[src/rtl/pc_redirect_unit.sv]
// Program-counter stage: sequential/branch/jump selection, stall hold with a one-deep
// redirect capture, and a multi-cycle IF/ID flush pulse. Define PCRU_BNE_EN to add bne_i.
module pc_redirect_unit #(
  parameter int unsigned      WIDTH        = 32,
  parameter logic [WIDTH-1:0] RESET_ADDR   = '0,
  parameter int unsigned      INC          = 4,
  parameter int unsigned      FLUSH_CYCLES = 1
) (
  input  logic             clk_i,
  input  logic             rst_i,
  input  logic             stall_i,
  input  logic             branch_i,
  input  logic             equal_i,
`ifdef PCRU_BNE_EN
  input  logic             bne_i,
`endif
  input  logic [WIDTH-1:0] branch_addr_i,
  input  logic             jump_i,
  input  logic [WIDTH-1:0] jump_addr_i,
  output logic [WIDTH-1:0] pc_o,
  output logic             flush_o,
  output logic             pending_o
);

  localparam logic [WIDTH-1:0] INC_W      = WIDTH'(INC);
  localparam logic [3:0]       FLUSH_LOAD = 4'(FLUSH_CYCLES);

  logic             taken;
  logic             redirect;
  logic [WIDTH-1:0] target;
  logic             flush_load;

  logic [WIDTH-1:0] pc_q;
  logic             pending_q;
  logic [WIDTH-1:0] pend_addr_q;
  logic [3:0]       flush_cnt_q;

  always_comb begin
`ifdef PCRU_BNE_EN
    taken = branch_i & (equal_i ^ bne_i);
`else
    taken = branch_i & equal_i;
`endif
    redirect   = jump_i | taken;
    target     = jump_i ? jump_addr_i : branch_addr_i;
    // A captured redirect always wins over live redirect inputs on release.
    flush_load = ~stall_i & (pending_q | redirect);
  end

  always_ff @(posedge clk_i) begin
    if (rst_i) begin
      pc_q <= RESET_ADDR;
    end else if (!stall_i) begin
      if (pending_q)
        pc_q <= pend_addr_q;
      else if (redirect)
        pc_q <= target;
      else
        pc_q <= pc_q + INC_W;
    end
  end

  // First redirect seen during a stall is held; later ones are dropped.
  always_ff @(posedge clk_i) begin
    if (rst_i) begin
      pending_q   <= 1'b0;
      pend_addr_q <= '0;
    end else if (stall_i) begin
      if (redirect && !pending_q) begin
        pending_q   <= 1'b1;
        pend_addr_q <= target;
      end
    end else begin
      pending_q <= 1'b0;
    end
  end

  always_ff @(posedge clk_i) begin
    if (rst_i)
      flush_cnt_q <= 4'd0;
    else if (flush_load)
      flush_cnt_q <= FLUSH_LOAD;
    else if (flush_cnt_q != 4'd0)
      flush_cnt_q <= flush_cnt_q - 4'd1;
  end

  assign pc_o      = pc_q;
  assign pending_o = pending_q;
  assign flush_o   = (flush_cnt_q != 4'd0);

endmodule

[config.mk]
export PLATFORM = sky130hd
export DESIGN_NAME = pc_redirect_unit
export DESIGN_NICKNAME = d
export VERILOG_FILES = /design/src/rtl/pc_redirect_unit.sv
export SDC_FILE = /design/constraint.sdc
export NUM_CORES = 1
export LEC_CHECK = 0
export CAP_MARGIN = 20
export CELL_PAD_IN_SITES_DETAIL_PLACEMENT = 1
export CELL_PAD_IN_SITES_GLOBAL_PLACEMENT = 2
export CORE_UTILIZATION = 30
export DETAILED_ROUTE_END_ITERATION = 6
export PLACE_DENSITY = 0.87
export SETUP_SLACK_MARGIN = 0.15
export SLEW_MARGIN = 20
export SYNTH_ARGS = -nofsm -noshare
export SYNTH_HDL_FRONTEND = slang
export SYNTH_SLANG_ARGS = --single-unit
[constraint.sdc]
create_clock -name clk_i -period 2.88 [get_ports clk_i]
set_input_delay 0.288 -clock clk_i [delete_from_list [all_inputs] [get_ports clk_i]]
set_output_delay 0.288 -clock clk_i [all_outputs]
set_load 0.01 [all_outputs]
; Yosys cells after proc, flatten, opt, wreduce, memory -nomap -nowiden
; Cells that the tools add are included.
[word_totals]
out_inout_bits = 34
wordCells = 24
in_bits = 70
memories = 0
register_bits = 69
mem_bits_ro = 0
mem_bits_rw = 0
latch_bits = 0
[op_classes]
div = 0
add_sub_neg = 2
n_mul = 0
n_shift = 0
eq_ne = 0
mux = 5
reduce_logical = 7
n_bitwise = 5
magnitude_cmp = 0
[op_table]
columns = cell, count
row1 = 2-to-1 mux 32 bit, 3
row2 = adder 32 x 3 -> 32 bit (second input constant), 1
row3 = nonzero test 4 bit, 1
row4 = OR reduction 2 bit, 2
row5 = subtractor 4 x 1 -> 4 bit (second input constant), 1
row6 = AND 1 bit, 2
row7 = 2-to-1 mux 1 bit, 2
row8 = OR 1 bit, 2
row9 = AND reduction 2 bit, 1
row10 = nonzero test 2 bit, 1
row11 = logical AND 1 bit, 1
row12 = zero test 1 bit, 1
row13 = inverter 1 bit, 1

; Depth between registers and ports, before layout
[logic_depth]
ltp_word = 5
mapped_depth = 7
mapped_depth_nobuf = 6

; Worst setup path after synthesis
; OpenSTA, ideal clock, no wires.
[synth_path]
kind = register -> register
start = register pc_q[2], in the netlist pc_o[2]
end = register pc_q[18], in the netlist pc_o[18]
stages_incl_launch_ff = 7
path_slack_ps = 1050
arrival_time_ps = 1709
n_path_buf = 0
cell_sequence = dfxtp_1 -> ha_1 -> nand3_1 -> nor2_1 -> and3_1 -> o21ai_0 -> a221o_1
[synth_between]
elab_chain_len = 3
[synth_lines]
columns = item, line
row1 = start: declaration, 33  ; logic [WIDTH-1:0] pc_q;
row2 = start signal: assignment, 55  ; pc_q <= pend_addr_q;
row3 = start signal: assignment, 57  ; pc_q <= target;
row4 = start signal: assignment, 59  ; pc_q <= pc_q + INC_W;
row5 = adder 32 x 3 -> 32 bit, 59
row6 = 2-to-1 mux 32 bit, 56  ; else if (redirect)
row7 = 2-to-1 mux 32 bit, 54  ; if (pending_q)
; No other way between the ends.
; A chain may end at the register's enable or synchronous reset.

; Worst setup path in the final report
[layout_path]
start = register pending_q, in the netlist pending_o
end = output port pending_o
[layout_lines]
columns = item, line
row1 = start: declaration, 34  ; logic pending_q;
row2 = start signal: assignment, 66  ; pending_q <= 1'b0;
row3 = start signal: assignment, 70  ; pending_q <= 1'b1;
row4 = start signal: assignment, 74  ; pending_q <= 1'b0;
row5 = end: declaration, 22  ; output logic pending_o
; No word-level cell between the ends.

==> summary.txt <==
Logic synthesis
  • Syn Nets: 583
  • Post-synthesis xor/xnor area fraction: 0.0150
  • Asr flop ratio synth: 0
  • Syn Area/Cell: 8.04 um2
  • Post-synthesis mux area share: 0.0909
  • Post-Syn Instances: 510
  • Sequential fraction of the synthesis area: 0.337
  • Post-synth EDFFs: 0
  • Synthesis-stage register bit count: 69
  • Synthesized cell area: 0.00410 mm2
  • Synth Area in Simple Gates: 0.215
  • Top FF cell, synth: dfxtp_1
  • Compound-Gate Fraction of Synth Area: 0.279
  • Synth Area in Adders: 0.00915
  • Largest family of logic cells by synthesized area: compound AO/OA/AOI/OAI gates
  • Synth warnings: 0
  • Synth unique cells: 58

Route
  • 1st-pass router iterations: 5
  • Final antenna-violating net count: 0
  • Drt total wl: 15.6 mm
  • Vias per cell: 5.75
  • Routed WL per cell: 20.0 um
  • Initial DRC Count: 246
  • Via count: 4482
  • Drt drc: 0

Timing
  • RSZ-0062 raised after global routing: no
  • Clock Skew: 0.00639 ns
  • Final setup viols: 0
  • Peak Freq: 0.445 GHz
  • Hold Vio Cnt, Final: 0
  • Final worst path period need: 2.25 ns
  • Worst Tran Pin Value: 0.696 ns
  • Relative slew slack: 0.536
  • Worst setup margin: 0.634 ns
  • Final Max Tran Viols: 0
  • Period utilisation layout: 0.780
  • Setup TNS: 0 ns

Cells and area
  • Most frequent cells in the layout: 100 x clkdlybuf4s50_1, 72 x nor2_1, 68 x dfxtp_1
  • Layout overhead on the synthesized area: 36.1%
  • Most common cell after layout, fill and taps aside: clkdlybuf4s50_1
  • Layout net count: 673
  • Antenna cell count: 0
  • Proportion of layout cells with a drive suffix above 1: 0.0728

Power and ir drop
  • Sequential share of power: 0.378
  • Net Sw Power: 902 uW
  • Pint: 2.13 mW
  • Comb pwr share: 0.249
  • Static leakage: 2.02 nW
  • Maximum vdd ir drop: 222 uV
  • PwrDens: 544 mW/mm2
  • Sw Ratio: 0.297
  • Clock share of power: 0.373

Setup path
  • CP bufs+invs: 2
  • CP Class: flip-flop to output port
  • Crit path capture type: output port
  • Critical Path AT: 1.96 ns
  • Worst setup SP type: flip-flop
  • Maximum fanout along the worst path: 35
  • Cell chain of the critical path: buf_4, clkdlybuf4s50_1
  • CP peak stage delay: 0.61 ns
  • CP Data Required Time: 2.59 ns
  • CP max-delay cell: clkdlybuf4s50_1
  • Worst path top cell family by delay: buffers and inverters

Clock network
  • # hold bufs at CTS: 0
  • Clock slew at reported path FFs: 0.06 ns
  • CTS buffer count: 9
  • Cts repair resizes: 0
  • Root Buffer: clkbuf_16
  • Clock latency on the worst-skew pair: 0.34 ns
  • CTS tree: built
  • Setup Buffers After CTS: 0
  • CTS Buffer Depth: 2
  • Sink Count: 69
  • H-tree depth: 3

GRT
  • First-pass GRT wire length: 25.1 mm
  • Number of global-route vias before repair: 4442
  • Global Route Usage Sum: 0.230
  • Largest net degree at the start of global routing: 56
  • Initial antenna violation count: 0
  • Gr ovfl total: 0

Place
  • Post-DP HPWL: 11.5 mm
  • Pre-CTS setup slack: 0.429 ns
  • PortBufs: 103
  • GPL Wtd Cong: 0.786

Status
  • Status: finished clean

Min path
  • Hold Path Class: input pin to flip-flop

Floorplanning
  • Chip Height: 119 um
  • Die X: 119 um
  • Rows: 42
  • Starting density of the core: 0.308
  • Core ar.: 0.0133 mm2
  • I/O pin cnt: 104
  • Die area: 0.0141 mm2

Run
  • Max Cap Viol: 0
## metal layers
layer | global-route usage | part of all wire
met5 | 0 | 0
met4 | 0.0720 | 0.011
met3 | 0.0417 | 0.059
met2 | 0.351 | 0.45
met1 | 0.324 | 0.48
## kinds of logic after synthesis
group	count (synthesis)
AO/OA/AOI/OAI	160
buffers and inverters	52
AND/OR/NAND/NOR	182
flip-flops	69
multiplexers	37
adder cells (fa/ha/maj)	3
XOR/XNOR	7
## power by group through the flow
stage	Combinational, mW	Clock, mW	Sequential (mW)
floorplan	0.409	0	1.15
global placement	0.730	0	1.16
detailed placement	0.757	0	1.17
CTS	0.761	1.15	1.15
global route	0.828	1.19	1.16
finish	0.756	1.13	1.15
## tightest hold or removal path, delay by kind of cell
kind	cells	cell delay (ns)
and+or+nand+nor	1	0.15
buffers and inverters	1	0.12
AOI/OAI and AO/OA	1	0.16
## sequential cells by signal, indices dropped and copies added, names as in the netlist
name and cells:
pc_o 32, pend_addr_q 32, flush_cnt_q 4, pending_o 1
## synthesized netlist by cell type, types with 3 or more instances
| library cell | instances | share of area |
|---|---|---|
| a31oi_1 | 6 | 0.0092 |
| nor2_1 | 72 | 0.066 |
| a22oi_1 | 9 | 0.016 |
| o211ai_1 | 5 | 0.0092 |
| a311oi_1 | 3 | 0.0064 |
| nand4b_1 | 3 | 0.0064 |
| o31ai_1 | 3 | 0.0055 |
| buf_1 | 3 | 0.0027 |
| nor4_1 | 6 | 0.0092 |
| ha_1 | 3 | 0.0092 |
| buf_2 | 13 | 0.016 |
| xnor2_1 | 5 | 0.011 |
| o22ai_1 | 4 | 0.0061 |
| mux2i_1 | 35 | 0.085 |
| a211oi_1 | 31 | 0.057 |
| dfxtp_1 | 69 | 0.34 |
| nand2_1 | 33 | 0.030 |
| nand4_1 | 11 | 0.017 |
| and3_1 | 8 | 0.012 |
| a2111oi_0 | 4 | 0.0085 |
| a221oi_1 | 13 | 0.028 |
| a221o_1 | 8 | 0.020 |
| nand3_1 | 11 | 0.013 |
| a21oi_1 | 27 | 0.033 |
| o21ai_0 | 26 | 0.032 |
| clkbuf_1 | 22 | 0.020 |
| nor3_1 | 21 | 0.026 |
| inv_1 | 12 | 0.011 |
| o2bb2ai_1 | 4 | 0.0085 |
## final timing paths
path | from | to | slack, ns | cells past startpoint
worst max-delay path | pending_o | pending_o | 0.63 | 2
worst min-delay path | rst_i | pc_o[28] | 0.44 | 3
worst max register to register | pc_o[3] | pc_o[28] | 0.78 | 6
worst min register to register | pend_addr_q[26] | pend_addr_q[26] | 0.50 | 2
## per-stage QoR
step | hold slack (ns) | instance area (um2) | util | power (mW) | cells
floorplan | 0.460 | 4100 | - | 1.56 | 510
global placement | 0.473 | 5290 | 0.398 | 1.89 | 765
detailed placement | 0.495 | 5290 | 0.398 | 1.92 | 765
CTS | 0.435 | 5580 | 0.420 | 3.06 | 780
global route | 0.453 | 5580 | 0.420 | 3.18 | 780
finish | 0.440 | 5580 | 0.420 | 3.03 | 780
## final cells by class
| class | instances | area, um2 |
|---|---|---|
| Clock buffer | 14 | 264 |
| Clock inverter | 1 | 30.0 |
| Fill cell | 1584 | 7710 |
| Inverter | 13 | 48.8 |
| Multi-Input combinational cell | 389 | 2510 |
| Sequential cell | 69 | 1380 |
| Tap cell | 176 | 220 |
| Timing Repair Buffer | 118 | 1130 |
Note: power is estimated with default switching activity, not from simulation.
